### src/rtl/disp_arbiter.sv
// disp_arbiter: two-source display arbiter with a tick-based minimum hold time.
//
// Source A (live time) and source B (lap/message overlay) each present four BCD
// digits and a decimal-point request. A three-state FSM (idle, grant A, grant B)
// picks which source reaches the display serializer. B wins ties from idle. Once a
// grant is made it is kept for at least HOLD prescaler ticks before the other
// requester can take over. Under constant contention this gives round-robin
// alternation.
//
// Optional feature: define DISP_BLINK_EN to make the B display blink. It then
// alternates between visible and blank every BLINK_TICKS ticks. When the macro is
// undefined, B is shown steadily and BLINK_TICKS has no effect.
//
// Parameters:
//   DIV          clocks per tick, 1..65535 (16-bit prescaler)
//   HOLD         minimum ticks a grant is kept, 0..255 (8-bit counter)
//   BLINK_TICKS  ticks per blink phase, 1..255 (DISP_BLINK_EN only)
//
// Ports:
//   clk                 system clock, rising edge
//   rst                 asynchronous active-high reset
//   req_a, req_b        level requests from source A / source B
//   dig_a, dig_b        four BCD nibbles per source, [15:12] leftmost
//   pt_a, pt_b          decimal-point request per source
//   digit1..digit4      selected digits (digit1 = [15:12]); 4'hF when blank
//   ptflag              selected decimal point
//   gnt_a, gnt_b        registered one-hot grants
//   busy                gnt_a | gnt_b
module disp_arbiter #(
  parameter int unsigned DIV         = 4,
  parameter int unsigned HOLD        = 3,
  parameter int unsigned BLINK_TICKS = 2
) (
  input  logic        clk,
  input  logic        rst,
  input  logic        req_a,
  input  logic        req_b,
  input  logic [15:0] dig_a,
  input  logic [15:0] dig_b,
  input  logic        pt_a,
  input  logic        pt_b,
  output logic [3:0]  digit1,
  output logic [3:0]  digit2,
  output logic [3:0]  digit3,
  output logic [3:0]  digit4,
  output logic        ptflag,
  output logic        gnt_a,
  output logic        gnt_b,
  output logic        busy
);

  typedef enum logic [1:0] {StIdle, StGrantA, StGrantB} state_e;

  localparam logic [15:0] PreLast  = 16'(DIV - 1);
  localparam logic [7:0]  HoldInit = 8'(HOLD);
  localparam logic [15:0] Blank    = 16'hFFFF;

  state_e      state_q, state_d;
  logic [15:0] pre_q, pre_d;
  logic [7:0]  hold_q, hold_d;
  logic [15:0] digits_q, digits_d;
  logic        pt_q, pt_d;
  logic        gnt_a_q, gnt_a_d;
  logic        gnt_b_q, gnt_b_d;
  logic        tick;
  logic        grant_entry;

  // Free-running prescaler.
  assign tick = (pre_q == PreLast);

  always_comb begin
    pre_d = tick ? 16'd0 : pre_q + 16'd1;
  end

  // Arbitration FSM.
  always_comb begin
    state_d = state_q;
    unique case (state_q)
      StIdle: begin
        if (req_b) begin
          state_d = StGrantB;
        end else if (req_a) begin
          state_d = StGrantA;
        end
      end
      StGrantA: begin
        if (!req_a) begin
          state_d = StIdle;
        end else if ((hold_q == 8'd0) && req_b) begin
          state_d = StGrantB;
        end
      end
      StGrantB: begin
        if (!req_b) begin
          state_d = StIdle;
        end else if ((hold_q == 8'd0) && req_a) begin
          state_d = StGrantA;
        end
      end
      default: state_d = StIdle;
    endcase
  end

  assign grant_entry = (state_d != state_q) && (state_d != StIdle);

  // A fresh grant reloads the hold counter. The reload takes precedence over a
  // tick that lands on the same edge.
  always_comb begin
    hold_d = hold_q;
    if (grant_entry) begin
      hold_d = HoldInit;
    end else if (tick && (hold_q != 8'd0)) begin
      hold_d = hold_q - 8'd1;
    end
  end

`ifdef DISP_BLINK_EN
  logic [7:0] blink_cnt_q, blink_cnt_d;
  logic       phase_q, phase_d;

  localparam logic [7:0] BlinkLast = 8'(BLINK_TICKS - 1);

  always_comb begin
    blink_cnt_d = blink_cnt_q;
    phase_d     = phase_q;
    if ((state_d == StGrantB) && (state_q != StGrantB)) begin
      blink_cnt_d = 8'd0;
      phase_d     = 1'b0;
    end else if ((state_q == StGrantB) && tick) begin
      if (blink_cnt_q == BlinkLast) begin
        blink_cnt_d = 8'd0;
        phase_d     = ~phase_q;
      end else begin
        blink_cnt_d = blink_cnt_q + 8'd1;
      end
    end
  end

  always_ff @(posedge clk or posedge rst) begin
    if (rst) begin
      blink_cnt_q <= 8'd0;
      phase_q     <= 1'b0;
    end else begin
      blink_cnt_q <= blink_cnt_d;
      phase_q     <= phase_d;
    end
  end
`else
  logic unused_blink_ticks;
  assign unused_blink_ticks = ^BLINK_TICKS;
`endif

  // Outputs decode the next state, so they change on the same edge as the state.
  always_comb begin
    gnt_a_d  = (state_d == StGrantA);
    gnt_b_d  = (state_d == StGrantB);
    digits_d = Blank;
    pt_d     = 1'b0;
    unique case (state_d)
      StGrantA: begin
        digits_d = dig_a;
        pt_d     = pt_a;
      end
      StGrantB: begin
        digits_d = dig_b;
        pt_d     = pt_b;
`ifdef DISP_BLINK_EN
        if (phase_d) begin
          digits_d = Blank;
          pt_d     = 1'b0;
        end
`endif
      end
      default: begin
        digits_d = Blank;
        pt_d     = 1'b0;
      end
    endcase
  end

  always_ff @(posedge clk or posedge rst) begin
    if (rst) begin
      state_q  <= StIdle;
      pre_q    <= 16'd0;
      hold_q   <= 8'd0;
      digits_q <= Blank;
      pt_q     <= 1'b0;
      gnt_a_q  <= 1'b0;
      gnt_b_q  <= 1'b0;
    end else begin
      state_q  <= state_d;
      pre_q    <= pre_d;
      hold_q   <= hold_d;
      digits_q <= digits_d;
      pt_q     <= pt_d;
      gnt_a_q  <= gnt_a_d;
      gnt_b_q  <= gnt_b_d;
    end
  end

  assign digit1 = digits_q[15:12];
  assign digit2 = digits_q[11:8];
  assign digit3 = digits_q[7:4];
  assign digit4 = digits_q[3:0];
  assign ptflag = pt_q;
  assign gnt_a  = gnt_a_q;
  assign gnt_b  = gnt_b_q;
  assign busy   = gnt_a_q | gnt_b_q;

endmodule

### config.mk
export PLATFORM = sky130hd
export DESIGN_NAME = disp_arbiter
export DESIGN_NICKNAME = d
export VERILOG_FILES = /design/src/rtl/disp_arbiter.sv
export SDC_FILE = /design/constraint.sdc
export NUM_CORES = 1
export LEC_CHECK = 0
export ABC_CLOCK_PERIOD_IN_PS = 3100
export BUFFER_PORTS_ARGS = -buffer_cell sky130_fd_sc_hd__buf_2
export CORE_UTILIZATION = 52
export CTS_CLUSTER_SIZE = 12
export DETAILED_ROUTE_END_ITERATION = 7
export PLACE_DENSITY = 0.82
export SLEW_MARGIN = 20
export SYNTH_ARGS = -nofsm -noshare
export SYNTH_HDL_FRONTEND = slang
export SYNTH_SLANG_ARGS = --single-unit
### constraint.sdc
create_clock -name clk -period 3.1 [get_ports clk]
set_clock_uncertainty 0.15 [all_clocks]
set_input_delay 0.155 -clock clk [delete_from_list [all_inputs] [get_ports clk]]
set_output_delay 0.155 -clock clk [all_outputs]
set_load 0.02 [all_outputs]
=== After elaboration in Yosys (flattened, before gate mapping) ===
Index checks and enable logic that the tools add are counted.

* Add/sub/neg operators: 2
* Equal/unequal tests: 6
* Mux-type cells: 12
* Bitwise gates (word level): 1
* Reductions and logical operators: 9

{| class="wikitable"
|+ Operators with widths
! operator !! number
|-
| 16-bit case mux with 2 select lines || 1
|-
| 16-bit by 1-bit adder with 16-bit output (second input constant) || 1
|-
| 16-bit by 2-bit equality test with 1-bit output (second input constant) || 1
|-
| 16-bit 2-to-1 mux || 1
|-
| 8-bit 2-to-1 mux || 2
|-
| 2-bit 2-to-1 mux || 6
|-
| 8-bit zero test || 1
|-
| 8-bit nonzero test || 1
|-
| 8-bit by 1-bit subtractor with 8-bit output (second input constant) || 1
|-
| 2-bit case mux with 3 select lines || 1
|-
| 2-bit by 1-bit equality test with 1-bit output (second input constant) || 2
|-
| 2-bit equality test (second input constant) || 2
|-
| 1-bit logical AND || 4
|-
| 2-bit nonzero test || 2
|-
| 2-bit zero test || 1
|-
| 2-bit != test || 1
|-
| 1-bit case mux with 2 select lines || 1
|-
| 1-bit OR || 1
|}

* Flip-flop bits (word level): 45
* Input port bits: 38
* Output and inout bits: 20
* Word-level logic and storage cells: 37

=== Depth between registers and ports, before layout ===
Gate-level depths: netlist of the first run.

* Depth in word-level cells: 8
* Mapped depth: 11
* Depth with buffers taken out: 9

=== Worst setup path after synthesis of the first run ===
OpenSTA, ideal clock, no wires.

* Kind: register to register
* Start point: register hold_q[0]
* End point: register digits_q[0]
* Setup time: 0.063 ns
* Arrival: 2.492 ns
* Data required time: 2.887 ns
* Path slack: 0.395 ns
* Cell stages (with the launch flop): 12
* Buffers on the path: 2
* Clock period less this slack: 2.705 ns
* Path through: dfrtp_1 > inv_1 > ha_1 > or4b_4 > o21ai_0 > a21oi_1 > o21ai_0 > ha_1 > clkbuf_1 > clkbuf_1 > a22oi_1 > nand2_1

* Word-level cells in the longest chain between the ends: 7
* Elaborated cells on any way between the ends: 11
* Those cells by class: 2 x eq/ne; 6 x mux; 3 x reduce/logical

{| class="wikitable"
|+ Ends and longest elaborated chain
! item !! RTL line !! RTL
|-
| start: declaration || 60 || <nowiki>logic [7:0] hold_q, hold_d;</nowiki>
|-
| start signal: assignment || 193 || <nowiki>hold_q <= hold_d;</nowiki>
|-
| 8-bit zero test (*) || 89, 96 ||
|-
| 1-bit logical AND, on equally long branches || 96, 89 ||
|-
| 2-bit 2-to-1 mux, on equally long branches || 96, 89 ||
|-
| 2-bit 2-to-1 mux, on equally long branches || 94, 87 ||
|-
| 2-bit case mux with 3 select lines (*) || 78 || <nowiki>unique case (state_q)</nowiki>
|-
| 2-bit equality test or 2-bit by 1-bit equality test with 1-bit output (tied branches) || 159 || <nowiki>unique case (state_d)</nowiki>
|-
| 16-bit case mux with 2 select lines (*) || 159 ||
|-
| named net digits_d[0] || 61 || <nowiki>logic [15:0] digits_q, digits_d;</nowiki>
|-
| end signal: assignment || 186 || <nowiki>digits_q <= Blank;</nowiki>
|-
| end signal: assignment || 194 || <nowiki>digits_q <= digits_d;</nowiki>
|-
| end: declaration || 61 ||
|}

Mark *: on every way through the listed nets, which the timed path passes. The rest lies on a longest branch.
A chain may end at the register's enable or synchronous reset.

=== Final worst setup path of the first run ===
* Start point: register hold_q[0]
* End point: register hold_q[1]

* Word-level cells in the longest chain between the ends: 8
* Elaborated cells on any way between the ends: 17
* Those cells by class: 1 x add/sub; 1 x eq/ne; 7 x mux; 8 x reduce/logical

{| class="wikitable"
|+ Ends and longest elaborated chain
! item !! RTL line !! RTL
|-
| 8-bit zero test || 89, 96 ||
|-
| 1-bit logical AND, on equally long branches || 96, 89 ||
|-
| 2-bit 2-to-1 mux, on equally long branches || 96, 89 ||
|-
| 2-bit 2-to-1 mux, on equally long branches || 94, 87 ||
|-
| 2-bit case mux with 3 select lines || 78 ||
|-
| 2-bit != test or 2-bit nonzero test (tied branches) || 104 || <nowiki>assign grant_entry = (state_d != state_q) && (state_d != StIdle);</nowiki>
|-
| 1-bit logical AND || 104 ||
|-
| 8-bit 2-to-1 mux or 2-bit nonzero test (tied branches) || - ||
|}

Several ways; a longest one is shown, not always the timed one. The select of a mux whose other input is x is not followed.

==> flow_summary.ini, run 1 <==
[logic_synthesis]
synth_area_per_cell_um2 = 11.1
yosysSeqAreaShare = 0.539
synth_nets = 236
ys_ff_latch = 45
synth_area_um2 = 2120
ys_warn_count = 0
yosysUniqueCellTypes = 38
syn_inst = 191

[cells_and_area]
fin_area_um2 = 2910
diodes = 0
layout_common_cells = 57 x buf_2, 35 x dlygate4sd3_1, 29 x dfrtp_1, 23 x nand2_1, 17 x a22oi_1
drive_gt1_frac = 0.317
seqCellArea_um2 = 1150
final_nets = 331
multiInputGateArea_um2 = 922
area_delta_synth_final_pct = 36.8
fill_cells = 223
final_util = 0.765
final_common_cell = buf_2

[routing]
vias = 2005
wirelength_mm = 6.62
drc = 0
drt_iter0_markers = 200
routed_via_density = 5.99
ant_nets = 0
first_pass_iters = 5
wl_per_cell_um = 19.7

[pwr]
p_int_uw = 957
seqPwrFrac = 0.499
pwr-share-comb = 0.218
irDropWorstVdd_mv = 0.460
p_sw_frac = 0.299
p_total_uw = 1360
powerDensity_nw_per_um2 = 470
leakagePower_uw = 0.00132
clock_power_share = 0.283
power.switching_uw = 408

[sta]
slew_headroom = 0.393
worst_slew_pin_slew_ns = 0.910
rsz0062_at_grt = no
period_share = 0.954
slew_violations = 0
period_minus_slack_ns = 2.96
max_freq_mhz = 338
hold_violations = 0
setup_tns_ns = 0
setup_violations = 0

[hold_path]
hp-start = req_a
hp-class = in2reg

[clock_network]
h-tree-depth = 2
cts_tree = yes
postCtsSetupBuffers = 0
clock-sinks = 45
cts_buffers = 5
cts-root-buf = clkbuf_8
clk_pin_slew_worst_paths_ns = 0.09
cts.path.max_buffers = 2
clk_latency_ns = 0.31
post_cts_resized = 0

[critical_path]
setup.worst_path.end_class = register
max_stage_delay_ns = 0.50
slowest_stage = or4b_4
crit_start = hold_q[0]
crit_required_ns = 3.14
worstSetupPathType = reg2reg
worstReg2RegStart = hold_q[0]
worstPathCellList = inv_1, ha_1, or4b_4, o21ai_0, a21oi_1, o21ai_0, ha_1, nor4_4, or3_1
path_delay_family = simple AND/OR/NAND/NOR gates
crit_buf_inv = 1
cp-start-kind = register
cp_max_fo = 8
cp.arrival_ns = 3.00

[floorplan]
fp.dieW_um = 65.9
num_rows = 22
ioPinCount = 58
initial_core_util = 0.559
die_area_um2 = 4350
die_height_um = 65.9
design.core.area_um2 = 3800

[global_route]
grt_max_degree = 25
overflow = 0
grt_pass1_vias = 2088
grt_pass1_wl_mm = 10.4
groute.usage.overall = 0.336
antenna_found_initial = 0

[placement]
port_buffers = 57
placed_cell_area_um2 = 2470
routabilityCongestion = 0.810
dp.final_hpwl_mm = 3.14

[status]
status = completed

[job]
cap_violations = 0
## flip-flops by register name (all words and copies together) (netlist names)
| signal | flops |
|---|---|
| digits_q | 16 |
| pre_q | 16 |
| hold_q | 8 |
| state_q | 2 |
| gnt_a | 1 |
| gnt_b | 1 |
| ptflag | 1 |
## area by class of cell
class                   count  share of cell area
repair buffers             97               0.232
clock buffers               8              0.0310
inverters                   4             0.00517
multi-input cells         133               0.317
well taps                  48              0.0207
flip-flops and latches     45               0.394
## synthesized netlist by cell type (all sizes together)
master	count	area share
dfrtp	29	0.34
nand2	23	0.041
a22oi	17	0.060
dfstp	16	0.20
xnor2	12	0.049
nand3	9	0.021
a21oi	7	0.016
clkbuf	7	0.012
ha	7	0.041
nor4	6	0.031
or4	6	0.021
o21ai	5	0.012
inv	4	0.0071
nand4	4	0.015
nor2	4	0.011
o31ai	4	0.014
and2	3	0.0088
and4	3	0.012
nor3	3	0.0071
or3	3	0.0088
a311oi	2	0.0082
and3	2	0.0059
buf	2	0.0071
nor2b	2	0.0059
o21a	2	0.0071
xor2	2	0.0082
mux2i	1	0.0047
nand3b	1	0.0035
nor3b	1	0.0035
nor4b	1	0.0041
or2	1	0.0029
or3b	1	0.0041
or4b	1	0.0065
## metal layers
layer	global-route usage	part of all wire	vias up
li1	-	-	887
met4	0.171	0.028	0
met2	0.561	0.50	120
met5	0	0	-
met3	0.0845	0.075	21
met1	0.396	0.39	977
## power groups by stage
| stage | combinational (µW) | clock, µW | sequential [µW] |
|---|---|---|---|
| floorplan | 99.4 | 0 | 738 |
| CTS | 277 | 377 | 675 |
| global route | 317 | 409 | 684 |
| global placement | 239 | 0 | 683 |
| finish | 298 | 386 | 680 |
| detailed placement | 244 | 0 | 685 |
## stage by stage
step / std cells / setup WS [ns] / hold slack [ns]
after global routing: 335 / 0.00781 / 0.0338
after global placement: 292 / 0.321 / 0.214
after CTS: 335 / 0.188 / 0.00195
final: 335 / 0.144 / 0.0171
after detailed placement: 292 / 0.207 / 0.231
after floorplan: 191 / 0.395 / 0.138
## worst register-to-register path, delay by kind of cell (launching register included)
family / cells / cell delay [ns]
AO/OA/AOI/OAI: 3 / 0.71
adder cells (fa/ha/maj): 2 / 0.47
buffers and inverters: 1 / 0.10
flip-flops: 1 / 0.42
AND/OR/NAND/NOR: 3 / 0.99
## what timing repair did
item                                   4_1_cts  5_1_grt
setup endpoints to repair                    0        8
hold buffers                                35        0
endpoints found under the hold margin       31        0
## logic make-up (layout without fill, tap and decap cells)
group | after synthesis | count (layout) | synth area share
muxes | 1 | 1 | 0.00471
buffers and inverters | 13 | 109 | 0.0265
adders and majority gates | 7 | 7 | 0.0412
and+or+nand+nor | 74 | 74 | 0.213
AOI/OAI and AO/OA | 37 | 37 | 0.118
DFF | 45 | 45 | 0.539
xor gates and xnor gates | 14 | 14 | 0.0577
## final timing paths
kind                       cells after the start           to  slack, ns
min in group asynchronous                      3     pre_q[0]       0.45
max in group asynchronous                      4  digits_q[7]       1.54
min                                            2   state_q[0]       0.02
max                                            9    hold_q[1]       0.14
max reg2reg                                    9    hold_q[1]       0.14
min reg2reg                                    1    pre_q[15]       0.35
No activity file was read; power rests on OpenSTA's default activity.
==> inputs of run 2 (changes only) <==
- PLACE_DENSITY: 0.82 -> 0.87
- RECOVER_POWER: unset -> 100
==> run 2 against run 1 <==
Compared with the run above: the run now ends with setup timing left; first-iteration DRC count up 20%; combinational power about the same; cell count up 0.30%; worst setup slack worse by 0.15 ns; flip-flop and latch count unchanged.
==> flow_summary.ini, run 2 (same netlist as run 1, synthesis figures left out) <==
[pwr]
irDropWorstVdd_mv = 0.380
p_int_uw = 997
leakagePower_uw = 0.00128
p_sw_frac = 0.299
clock_power_share = 0.309
seqPwrFrac = 0.481
powerDensity_nw_per_um2 = 489
pwr-share-comb = 0.210
power.switching_uw = 426

[floorplan]
fp.dieW_um = 65.9
initial_core_util = 0.559
num_rows = 22
die_height_um = 65.9
die_area_um2 = 4350
ioPinCount = 58
design.core.area_um2 = 3800

[cells_and_area]
diodes = 0
fin_area_um2 = 2910
final_common_cell = buf_2
final_nets = 332
area_delta_synth_final_pct = 37.0
layout_common_cells = 37 x buf_2, 35 x dlygate4sd3_1, 29 x dfrtp_1, 23 x nand2_1, 20 x clkbuf_1
largest_registers = digits_q: 16 flops, pre_q: 16 flops, hold_q: 8 flops
final_util = 0.766
drive_gt1_frac = 0.257

[sta]
period_minus_slack_ns = 3.10
hold_violations = 0
slew_violations = 0
period_share = 1.00
worst_slew_pin_slew_ns = 1.05
layout_setup_ws_ns = -0.00165
slew_headroom = 0.300
max_freq_mhz = 322
timing.hold.ws_ns = 0.0249
rsz0062_at_grt = yes
setup_violations = 1
setup_tns_ns = -0.00165

[critical_path]
crit_required_ns = 3.14
cp-start-kind = register
cp.arrival_ns = 3.14
cp_max_fo = 8
reg2regPathDepth = 10
worstSetupPathType = reg2reg
setup.worst_path.end_class = register

[clock_network]
cts_buffers = 5
h-tree-depth = 2
cts.path.max_buffers = 2
cts_tree = yes
clock-sinks = 45
cts-root-buf = clkbuf_8
clk_latency_ns = 0.31
clk_pin_slew_worst_paths_ns = 0.09

[global_route]
groute.usage.overall = 0.377
grt_util_met1 = 0.473
grt_pass1_vias = 2230
grt_use_met3 = 0.100
antenna_found_initial = 0
met2_usage = 0.603
overflow = 0
grt_pass1_wl_mm = 11.7
grt_max_degree = 46
top_usage_layer = met2

[status]
status = finished, violations left
violations = setup timing

[placement]
routabilityCongestion = 0.753
port_buffers = 57
dp.final_hpwl_mm = 3.06
placed_cell_area_um2 = 2470
pre_cts_ws_ns = 0.167

[routing]
vias = 2123
drt_iter0_markers = 240
routed_via_density = 6.32
ant_nets = 0
drc = 0
wirelength_mm = 7.12
first_pass_iters = 6
wl_per_cell_um = 21.2

[job]
cap_violations = 0

[hold_path]
hp-class = in2reg
holdPathStages = 3
run 2: changes by cell type in the layout (fill, tap and decap cells not counted), sizes merged:
cell,change
buf,-20
clkbuf,+20
inv,+1
run 2: final cells by class:
type / count / area [µm²]
Multi-Input combinational cell: 133 / 922
Tap cell: 48 / 60.1
Clock buffer: 7 / 108
Inverter: 4 / 15.0
Sequential cell: 45 / 1150
Timing Repair Buffer: 98 / 653
Clock inverter: 1 / 6.26
Fill cell: 203 / 888
run 2: through the flow:
step / std cells / power (µW)
detailed placement: 292 / 930
global placement: 292 / 922
floorplan: 191 / 838
CTS: 335 / 1380
global route: 336 / 1470
finish: 336 / 1420
run 2: final timing paths:
kind / start / end / slack [ns]
min in group asynchronous: rst / pre_q[1] / 0.59
worst min register to register: pre_q[15] / pre_q[15] / 0.37
worst min-delay path: pt_b / ptflag / 0.02
max in group asynchronous: rst / hold_q[7] / 1.57
worst max-delay path: hold_q[0] / hold_q[0] / -0.002
worst max register to register: hold_q[0] / hold_q[0] / -0.002
run 2: timing repair:
action	in CTS	in global routing
setup endpoints to repair	0	22
resized for setup	0	1
hold buffers	35	0
setup buffers	0	1
hold endpoints to repair	47	0
run 2: power groups by stage:
| stage | Combinational (µW) | Clock [µW] | Sequential (µW) |
|---|---|---|---|
| floorplan | 99.4 | 0 | 738 |
| global placement | 239 | 0 | 683 |
| detailed placement | 245 | 0 | 685 |
| CTS | 278 | 428 | 675 |
| global route | 317 | 469 | 689 |
| finish | 299 | 440 | 685 |
run 2: per-layer routing:
| layer | up-vias | part of all wire |
|---|---|---|
| met2 | 190 | 0.47 |
| met5 | - | 0 |
| met1 | 1000 | 0.38 |
| li1 | 884 | - |
| met3 | 49 | 0.10 |
| met4 | 0 | 0.051 |
run 2: critical path, stage by stage, from the launching register on:
cell     delay, ns
dfrtp_1       0.44
inv_1         0.13
ha_1          0.21
or4b_4        0.53
o21ai_0       0.21
a21oi_1       0.12
o21ai_1       0.27
ha_1          0.28
nor4_4        0.04
buf_4         0.19
or3b_1        0.40
==> inputs of run 3 (changes only) <==
- CORE_UTILIZATION: 52 -> 54
- CTS_BUF_LIST: unset -> sky130_fd_sc_hd__clkbuf_8
- PLACE_DENSITY: 0.87 -> 0.9
==> run 3 against run 2 <==
Compared with the run above: the flow finishes with violations (capacitance limit, slew limit); worst hold slack improved by 0.011 ns; design area fell by 0.86%; non-clock buffer count fell by 3; register-to-register slack improved by 0.19 ns; wire length fell by 8.0%; global-route usage fell by 3.0 points; sequential power barely moved; cell count fell by 0.89%; die area fell by 3.6%; worst setup slack improved by 0.19 ns; first-iteration DRC count fell by 39%; critical path type unchanged; highest routed layer unchanged.
==> flow_summary.ini, run 3 (same netlist as run 1, synthesis figures left out) <==
[sta]
slew_violations = 30
period_share = 0.941
slew_headroom = -0.0286
setup_tns_ns = 0
max_freq_mhz = 343
hold_violations = 0
rsz0062_at_grt = no
period_minus_slack_ns = 2.92
setup_violations = 0
worst_slew_pin_slew_ns = 1.54
timing.hold.ws_ns = 0.0360

[hold_path]
hp-class = in2reg
holdPathStages = 2

[clock_network]
cts.path.max_buffers = 2
h-tree-depth = 2
cts_tree = yes
clock-sinks = 45
cts_buffers = 5
clk_pin_slew_worst_paths_ns = 0.09
clk_latency_ns = 0.31
cts-root-buf = clkbuf_8

[critical_path]
cp.arrival_ns = 2.96
reg2regPathDepth = 8
crit_required_ns = 3.14
setup.worst_path.end_class = register
cp_max_fo = 17
worstSetupPathType = reg2reg
cp-start-kind = register

[pwr]
irDropWorstVdd_mv = 0.430
p_total_uw = 1360
powerDensity_nw_per_um2 = 470
leakagePower_uw = 0.00125

[placement]
post-place-cells = 290
port_buffers = 57
routabilityCongestion = 0.775
dp.final_hpwl_mm = 3.03

[floorplan]
die_height_um = 64.7
ioPinCount = 58
fp.dieW_um = 64.7
num_rows = 22
die_area_um2 = 4190
initial_core_util = 0.572
design.core.area_um2 = 3720

[cells_and_area]
area_delta_synth_final_pct = 35.8
layout_common_cells = 37 x buf_2, 34 x dlygate4sd3_1, 28 x dfrtp_1, 23 x nand2_1, 21 x clkbuf_1
final_common_cell = buf_2
diodes = 0
largest_registers = digits_q: 16 flops, pre_q: 16 flops, hold_q: 8 flops
stdcell_count = 333
drive_gt1_frac = 0.270
final_util = 0.776
fill_cells = 219
final_nets = 329

[status]
violations = capacitance limit, slew limit
status = finished, violations left

[routing]
first_pass_iters = 6
routed_via_density = 6.26
drt_iter0_markers = 147
vias = 2084
drc = 0
wirelength_mm = 6.55
ant_nets = 0
wl_per_cell_um = 19.7

[global_route]
antenna_found_initial = 0
grt_pass1_wl_mm = 10.5
overflow = 0
groute.usage.overall = 0.348
grt_pass1_vias = 2058
grt_max_degree = 30

[job]
cap_violations = 1
## run 3: repair_timing
item / 4_1_cts / 5_1_grt
setup endpoints to repair: 0 / 25
gates resized for setup: 0 / 12
buffers inserted: 0 / 1
endpoints found under the hold margin: 30 / 0
hold buffers: 35 / 0
## run 3: metrics by stage
stage | area [µm²] | setup slack [ns]
4_1_cts | 2890 | 0.0402
5_1_grt | 2890 | 0.00886
3_3_place_gp | 2450 | 0.349
6_report | 2890 | 0.183
2_1_floorplan | 2120 | 0.395
3_5_place_dp | 2450 | 0.208
## run 3: worst max-delay path, cell delays in order (launching register included)
cell	delay, ns
dfrtp_2	0.45
inv_2	0.08
ha_1	0.15
nor4b_1	0.51
nand3_1	0.21
mux2i_1	0.26
nand2_1	0.14
ha_1	0.65
nand2_1	0.20
## run 3: path summary, 6_finish.rpt
check | startpoint | to | slack (ns)
setup reg to reg | hold_q[0] | digits_q[10] | 0.18
max in group asynchronous | rst | pre_q[9] | 0.66
hold / removal | req_a | state_q[0] | 0.04
setup / recovery | hold_q[0] | digits_q[10] | 0.18
hold reg to reg | pre_q[15] | pre_q[15] | 0.35
min in group asynchronous | rst | hold_q[3] | 0.31
## run 3: cell type report
class	count	area (µm²)	area share
Sequential cell	45	1150	0.398
Multi-Input combinational cell	133	942	0.327
Inverter	4	15.0	0.00520
Timing Repair Buffer	95	631	0.219
Tap cell	48	60.1	0.0208
Clock inverter	3	21.3	0.00737
Clock buffer	5	68.8	0.0239
## run 3: layer usage
metal  GRT usage  vias up  wire length (µm)
met4       0.197        0               359
li1            -      882                 -
met3      0.0933       35               640
met2       0.559      167              3120
met1       0.420     1000              2430
met5           0        -                 0
## run 3: power by group
part           switching, µW  total [µW]  leakage (µW)  internal (µW)
sequential              30.4         688      0.000556            657
combinational            184         291      0.000648            107
clock                    219         379     0.0000445            160
